### src/rtl/apsr_it_if.sv
// Signal bundle between the retire stage and the APSR/ITSTATE controller.
// The master drives retire-side controls; the slave returns flags and IT condition state.
interface apsr_it_if;
    logic       it_load;
    logic [3:0] it_firstcond;
    logic [3:0] it_mask;
    logic       instr_retire;
    logic       exec_passed;
    logic [3:0] flag_we;
    logic [3:0] flag_in;
    logic       msr_we;
    logic [3:0] msr_nzcv;
    logic       it_flush;
    logic [3:0] instr_cond;
    logic [3:0] cond;
    logic [3:0] apsr_reg_nzcv;
    logic [7:0] itstate;
    logic       in_it;
    logic       last_in_it;
    logic       it_err;

    modport master (
        output it_load, it_firstcond, it_mask, instr_retire, exec_passed, flag_we, flag_in,
               msr_we, msr_nzcv, it_flush, instr_cond,
        input  cond, apsr_reg_nzcv, itstate, in_it, last_in_it, it_err
    );

    modport slave (
        input  it_load, it_firstcond, it_mask, instr_retire, exec_passed, flag_we, flag_in,
               msr_we, msr_nzcv, it_flush, instr_cond,
        output cond, apsr_reg_nzcv, itstate, in_it, last_in_it, it_err
    );
endinterface

### src/rtl/apsr_it_ctrl.sv
// APSR NZCV flag register and Thumb ITSTATE sequencer.
// Supplies the active condition code and flags illegal or rejected IT loads.
module apsr_it_ctrl (
    input logic      clk,
    input logic      rst_n,
    apsr_it_if.slave bus
);

    logic [7:0] itstate_q, itstate_d;
    logic [3:0] nzcv_q, nzcv_d;
    logic       it_err_q, it_err_d;
    logic       in_it;
    logic       load_ok;

    always_comb begin
        in_it   = (itstate_q[3:0] != 4'b0000);
        load_ok = bus.it_load && !in_it && (bus.it_firstcond != 4'b1111)
                  && (bus.it_mask != 4'b0000);
    end

    always_comb begin
        itstate_d = itstate_q;
        if (bus.it_flush) begin
            itstate_d = 8'h00;
        end else if (bus.it_load) begin
            if (load_ok) begin
                itstate_d = {bus.it_firstcond, bus.it_mask};
            end
        end else if (bus.instr_retire && in_it) begin
            // Mask shifts left into cond[0]; the block ends once only the terminator bit remains.
            if (itstate_q[2:0] == 3'b000) begin
                itstate_d = 8'h00;
            end else begin
                itstate_d = {itstate_q[7:5], itstate_q[3:0], 1'b0};
            end
        end
    end

    always_comb begin
        it_err_d = bus.it_load && !load_ok;
    end

    always_comb begin
        nzcv_d = nzcv_q;
        if (bus.msr_we) begin
            nzcv_d = bus.msr_nzcv;
        end else if (bus.instr_retire && bus.exec_passed) begin
            for (int i = 0; i < 4; i++) begin
                if (bus.flag_we[i]) begin
                    nzcv_d[i] = bus.flag_in[i];
                end
            end
        end
    end

    always_ff @(posedge clk) begin
        if (!rst_n) begin
            itstate_q <= 8'h00;
            nzcv_q    <= 4'b0000;
            it_err_q  <= 1'b0;
        end else begin
            itstate_q <= itstate_d;
            nzcv_q    <= nzcv_d;
            it_err_q  <= it_err_d;
        end
    end

    assign bus.itstate       = itstate_q;
    assign bus.apsr_reg_nzcv = nzcv_q;
    assign bus.it_err        = it_err_q;
    assign bus.in_it         = in_it;
    assign bus.last_in_it    = (itstate_q[3:0] == 4'b1000);
    assign bus.cond          = in_it ? itstate_q[7:4] : bus.instr_cond;

endmodule

### src/flat_wrapper.sv
// flat-port wrapper written by rule: the top's interface ports become plain ports
module apsr_it_ctrl_flat 
  (clk, rst_n, bus_it_load, bus_it_firstcond, bus_it_mask, bus_instr_retire, bus_exec_passed, bus_flag_we, bus_flag_in, bus_msr_we, bus_msr_nzcv, bus_it_flush, bus_instr_cond, bus_cond, bus_apsr_reg_nzcv, bus_itstate, bus_in_it, bus_last_in_it, bus_it_err);
  apsr_it_if bus_i ();
  input logic clk;
  input logic rst_n;
  input wire logic [$bits(bus_i.it_load)-1:0] bus_it_load;
  input wire logic [$bits(bus_i.it_firstcond)-1:0] bus_it_firstcond;
  input wire logic [$bits(bus_i.it_mask)-1:0] bus_it_mask;
  input wire logic [$bits(bus_i.instr_retire)-1:0] bus_instr_retire;
  input wire logic [$bits(bus_i.exec_passed)-1:0] bus_exec_passed;
  input wire logic [$bits(bus_i.flag_we)-1:0] bus_flag_we;
  input wire logic [$bits(bus_i.flag_in)-1:0] bus_flag_in;
  input wire logic [$bits(bus_i.msr_we)-1:0] bus_msr_we;
  input wire logic [$bits(bus_i.msr_nzcv)-1:0] bus_msr_nzcv;
  input wire logic [$bits(bus_i.it_flush)-1:0] bus_it_flush;
  input wire logic [$bits(bus_i.instr_cond)-1:0] bus_instr_cond;
  output wire logic [$bits(bus_i.cond)-1:0] bus_cond;
  output wire logic [$bits(bus_i.apsr_reg_nzcv)-1:0] bus_apsr_reg_nzcv;
  output wire logic [$bits(bus_i.itstate)-1:0] bus_itstate;
  output wire logic [$bits(bus_i.in_it)-1:0] bus_in_it;
  output wire logic [$bits(bus_i.last_in_it)-1:0] bus_last_in_it;
  output wire logic [$bits(bus_i.it_err)-1:0] bus_it_err;
  assign bus_i.it_load = bus_it_load;
  assign bus_i.it_firstcond = bus_it_firstcond;
  assign bus_i.it_mask = bus_it_mask;
  assign bus_i.instr_retire = bus_instr_retire;
  assign bus_i.exec_passed = bus_exec_passed;
  assign bus_i.flag_we = bus_flag_we;
  assign bus_i.flag_in = bus_flag_in;
  assign bus_i.msr_we = bus_msr_we;
  assign bus_i.msr_nzcv = bus_msr_nzcv;
  assign bus_i.it_flush = bus_it_flush;
  assign bus_i.instr_cond = bus_instr_cond;
  assign bus_cond = bus_i.cond;
  assign bus_apsr_reg_nzcv = bus_i.apsr_reg_nzcv;
  assign bus_itstate = bus_i.itstate;
  assign bus_in_it = bus_i.in_it;
  assign bus_last_in_it = bus_i.last_in_it;
  assign bus_it_err = bus_i.it_err;
  apsr_it_ctrl u_core (.clk(clk), .rst_n(rst_n), .bus(bus_i));
endmodule
### config.mk
export PLATFORM = sky130hd
export DESIGN_NAME = apsr_it_ctrl_flat
export DESIGN_NICKNAME = d
export VERILOG_FILES = /design/src/rtl/apsr_it_if.sv /design/src/rtl/apsr_it_ctrl.sv /design/src/flat_wrapper.sv
export SDC_FILE = /design/constraint.sdc
export NUM_CORES = 1
export LEC_CHECK = 0
export ABC_AREA = 0
export CAP_MARGIN = 20
export CORE_MARGIN = 2
export CORE_UTILIZATION = 36
export CTS_CLUSTER_SIZE = 40
export DETAILED_ROUTE_END_ITERATION = 6
export GPL_TIMING_DRIVEN = 0
export PLACE_DENSITY = 0.86
export SLEW_MARGIN = 20
export SYNTH_ARGS = -nofsm -noshare
export SYNTH_HDL_FRONTEND = slang
export SYNTH_SLANG_ARGS = --single-unit
### constraint.sdc
create_clock -name clk -period 2.95 [get_ports clk]
set_input_delay 0.59 -clock clk [delete_from_list [all_inputs] [get_ports clk]]
set_output_delay 0.59 -clock clk [all_outputs]
set_load 0.02 [all_outputs]
==> impl_metrics.tcl, run 1 <==
set metrics [dict create \
    tns_ns 0 \
    num-nets-final 160 \
    placedCellCount 151 \
    criticalPathCategory "flip-flop to output port" \
    fillers 167 \
    synth_area_um2 712 \
    setup_viol 0 \
    maxCapViolCount 0 \
    drc_errors 0 \
    syn_inst 76 \
    cts_tree "built" \
    multi_input_area_um2 425 \
    layout_common_cells "clkdlybuf4s50_1, dfxtp_1, mux2i_1" \
    path_clk_slew_ns 0.08 \
    vias 782 \
    dpl.hpwl_um 1580 \
    antenna_found_initial 0 \
    seqPwrFrac_pct 39.1 \
    ctsHoldBuffers 0 \
    coreArea_um2 1920 \
    period_share_pct 90.6 \
    power_switching_mw 0.152 \
    area_growth_pct 75.9 \
    ys_ff_latch 13 \
    n_antenna_cell 0 \
    yosysWarnings 0 \
    power_mw 0.498 \
    grt-ovfl-total 0 \
    fp.dieH_um 48.5 \
    drtIter0Drc 17 \
    crit_required_ns 2.36 \
    io_pins 50 \
    rows 16 \
    io_buffers 48 \
    p_comb_share_pct 38.3 \
    min_period_ns 2.67 \
    cts_buffer_depth 2 \
    synth_cell_types 26 \
    skew_ns 0.000457 \
    postSynthAreaPerCell_um2 9.37 \
    hold_violations 0 \
    startpoint_type "flip-flop" \
    seq_area_um2 260 \
    cts_max_level 1 \
    vias_per_cell 5.05 \
    final_cells 155 \
    initial_core_util_pct 37.0 \
    status "complete, no violations" \
    grt_usage_pct 17.0 \
    tightest_slew_ns 0.487 \
    swShare_pct 30.4 \
    routabilityCongestion 0.714 \
    numCtsBuffers 3 \
    grt_max_degree 11 \
    cp_max_fo 7 \
    relSlewSlack_pct 67.3 \
    cts_root_buffer "clkbuf_4" \
    p_leak_nw 0.511 \
    cts_resized 0 \
    hold_path_class "flip-flop to flip-flop" \
    antenna_left 0 \
    synth_fp_nets 107 \
    layout-drive-gt1-share_pct 8.59 \
    endpoint_kind "output port" \
    clockPowerShare_pct 22.5 \
    drt_pass1_iterations 4 \
    grt_pass1_wl_um 3090 \
    final_common_cell "clkdlybuf4s50_1" \
    wl_per_cell_um 12.6 \
    dieArea_um2 2350 \
    cts_sinks 13 \
    maxSlewViolCount 0 \
    grt_setup_unrepaired "no" \
    p_per_area_nw_per_um2 398 \
    cts_setup_buffers 0 \
    p_int_mw 0.346 \
    die_x_um 48.5 \
    cp.arrival_ns 2.08 \
    hold_slack_ns 0.508 \
    ys_seq_area_share_pct 36.6 \
    wl_um 1950 \
    vdd_drop_max_v 0.000272 \
    grt_pass1_vias 757 \
    fmax_ghz 0.374 \
    worstSkewPairLatency_ns 0.28 \
]
-- state kept, by name (all words and copies together) (netlist names) --
register / cells
u_core.bus.itstate: 8
u_core.bus.apsr_reg_nzcv: 4
u_core.bus.it_err: 1
-- worst paths after layout --
check,cells after the start,slack [ns],to,start
max,3,0.28,bus_cond[1],u_core.bus.itstate[3]
min,1,0.51,u_core.bus.itstate[6],u_core.bus.itstate[6]
max reg2reg,5,1.25,u_core.bus.itstate[7],u_core.bus.itstate[3]
min reg2reg,1,0.51,u_core.bus.itstate[6],u_core.bus.itstate[6]
-- per-layer routing --
metal | part of all wire [%] | global-route usage [%] | vias to the layer above
li1 | - | - | 386
met1 | 40 | 17.4 | 355
met2 | 49 | 29.9 | 36
met3 | 8.7 | 5.86 | 5
met4 | 2.2 | 10.0 | 0
met5 | 0 | 0 | -
-- critical path: stages (launching register included) --
cell	delay, ns
dfxtp_1	0.36
nor4_4	0.51
mux2_2	0.39
clkdlybuf4s50_1	0.53
-- kinds of logic (layout without fill, tap and decap cells) --
group                  count (synthesis)  in the layout  synth area share [%]
flip-flops                            13             13                  36.6
AO/OA/AOI/OAI                         18             18                  18.3
buffers and inverters                  5             57                  3.69
AND/OR/NAND/NOR                       29             29                  25.3
multiplexers                          11             11                  16.2
-- per-stage QoR --
stage               worst slack (ns)  util [%]  area [um2]
floorplan                       1.09         -         712
detailed placement             0.577      63.8        1230
CTS                            0.261      65.2        1250
global placement               0.586      63.8        1230
finish                         0.278      65.2        1250
global route                   0.195      65.2        1250
-- synthesized netlist by cell type --
library cell / n / area [um2]
a21oi_1: 5 / 25.0
a22oi_1: 1 / 7.51
a31o_1: 3 / 26.3
a31oi_4: 1 / 21.3
and2_1: 5 / 31.3
and3_1: 3 / 18.8
and4_4: 1 / 11.3
buf_6: 1 / 11.3
clkbuf_1: 2 / 7.51
dfxtp_1: 13 / 260
inv_1: 2 / 7.51
mux2_2: 4 / 45.0
mux2i_1: 7 / 70.1
nand2_1: 5 / 18.8
nand2b_1: 1 / 6.26
nand3_1: 4 / 20.0
nand4_1: 1 / 6.26
nor2_1: 2 / 7.51
nor2b_1: 2 / 12.5
nor3_1: 1 / 5.00
nor3b_1: 1 / 7.51
nor4_4: 1 / 21.3
o21ai_0: 4 / 20.0
o31ai_1: 4 / 30.0
or2_1: 1 / 6.26
or4_1: 1 / 7.51
-- final cells by class --
class / count / share of cell area (%)
clock buffers: 4 / 2.10
flip-flops and latches: 13 / 20.8
multi-input cells: 58 / 34.0
well taps: 27 / 2.70
plain buffers: 3 / 1.50
repair buffers: 48 / 38.4
inverters: 2 / 0.599
-- power by group through the flow --
stage                     Clock, mW  Sequential, mW  Combinational, mW
after floorplan                   0           0.211             0.0825
final                         0.112           0.195              0.191
after detailed placement          0           0.199              0.191
after global placement            0           0.199              0.187
after CTS                     0.117           0.195              0.192
after global routing          0.124           0.196              0.204
Power figures use the tool's default switching activity.
==> run 2, diff against run 1 <==
SLEW_MARGIN = not set   (was 20)
==> results of run 2 <==
The final DEF is identical to that of run 1; final timing and power are the same.
==> edit (settings of run 1) <==
Make the reset (`rst_n`) asynchronous in one clocked block.
--- a/src/rtl/apsr_it_ctrl.sv
+++ b/src/rtl/apsr_it_ctrl.sv
@@ -54,5 +54,5 @@
     end
 
-    always_ff @(posedge clk) begin
+    always_ff @(posedge clk or negedge rst_n) begin
         if (!rst_n) begin
             itstate_q <= 8'h00;
Check against the original RTL: differs if rst_n is asserted again (counterexample within 4 cycles, from zero or initial values and one cycle with rst_n low); with rst_n held inactive, the same outputs for 10 cycles.
==> edit against run 1 <==
- final cell count increased by 3.2%
- global-route usage increased by 1.4 points
- area after synthesis increased by 8.6%
- total power increased by 20%
- critical path depth increased by 1
- final area increased by 4.2%
- first-iteration DRC count decreased by 53%
- routed wire length increased by 5.9%
- setup slack got worse by 21 ps
- sequential power increased by 9.7%
- maximum frequency decreased by 0.77%
- highest routed layer unchanged
- critical path type unchanged
- sequential cell count unchanged
==> edit: results (changes against run 1) <==
[grt]
met3_usage_pct=5.06  ; -0.80 points
grt_max_degree=14  ; +3
grt_pass1_wl_mm=3.52  ; +14%
grt.total_usage_pct=18.4  ; +1.4 points
met2_usage_pct=33.1  ; +3.3 points
globalRouteOverflowTotal=0  ; unchanged
grtUsageMet1_pct=20.6  ; +3.2 points

[critical_path]
slowest_delay_ps=620  ; +90 ps
arrival_ps=2100  ; +20 ps
crit_family=simple AND/OR/NAND/NOR gates
ff2ff_path_depth=6  ; +1
cp_max_fo=8  ; +1

[finish]
n_antenna_cell=0  ; unchanged
fillers=156  ; -6.6%
layout.cells.non_filler=160  ; +3.2%
nNetsFinal=165  ; +3.1%
area.growth.synth_to_final_pct=68.8
layout-drive-gt1-share_pct=9.77  ; +1.2 points

[synth]
yosysSeqAreaShare_pct=42.1  ; +5.5 points
synthArstFlopShare_pct=100  ; +100 points
synth-xor-area-share_pct=0  ; unchanged
syn_nets=113  ; +5.6%
synth_mux_area_share_pct=16.8  ; +0.66 points
synth_area_leaders=dfrtp_1 42%, mux2i_1 9.1%, mux2_4 7.8%
synth_compound_area_share_pct=8.90  ; -9.4 points
syn_avg_cell_area_um2=9.43  ; +0.66%

[power]
internal-power_uw=387  ; +12%
power_uw=597  ; +20%
p_comb_uw=265  ; +39%
power_leakage_uw=0.000568  ; +11%
clkPwrFrac_pct=19.8  ; -2.7 points
max-vdd-ir-drop_mv=0.312  ; +15%

[routing]
routed-wl-met2_mm=1.02  ; +6.7%
wl_met1_um=805  ; +4.0%
top_layer_used=met4
wl_met3_um=183  ; +8.3%
dr_total_vias=802  ; +2.6%
wire_per_inst_um=12.9  ; +2.6%
first_iter_violations=8  ; -9

[run_status]
status=complete, no violations

[clock_network]
clockBufferDepth=2  ; unchanged
cts_root_buf=clkbuf_4

[placed_design]
io_buffers=47  ; -2.1%
placed_area_um2=1280  ; +4.2%
dpl_worst_slack_ps=300  ; -277 ps
dp_hpwl_mm=1.68  ; +5.9%

[sta]
fin_worst_skew_ps=8.49  ; +8.04 ps
tightest_slew_ps=612  ; +126 ps

-- edit: path summary, 6_finish.rpt --
| path | startpoint | endpoint | slack, ps |
|---|---|---|---|
| hold / removal | u_core.bus.itstate[4] | u_core.bus.itstate[4] | 550 |
| min in group asynchronous | rst_n | u_core.bus.itstate[7] | 660 |
| max in group asynchronous | rst_n | u_core.bus.itstate[1] | 1900 |
| hold reg to reg | u_core.bus.itstate[4] | u_core.bus.itstate[4] | 550 |
| setup / recovery | u_core.bus.itstate[0] | bus_cond[3] | 260 |
| setup reg to reg | u_core.bus.itstate[0] | u_core.bus.itstate[1] | 780 |
-- edit: area by class of cell --
| type | count | area share, % |
|---|---|---|
| Timing Repair Buffer | 47 | 36.0 |
| Tap cell | 27 | 2.59 |
| Buffer | 3 | 1.44 |
| Multi-Input combinational cell | 60 | 31.0 |
| Inverter | 6 | 1.92 |
| Sequential cell | 13 | 24.9 |
| Clock inverter | 1 | 0.384 |
| Clock buffer | 3 | 1.73 |
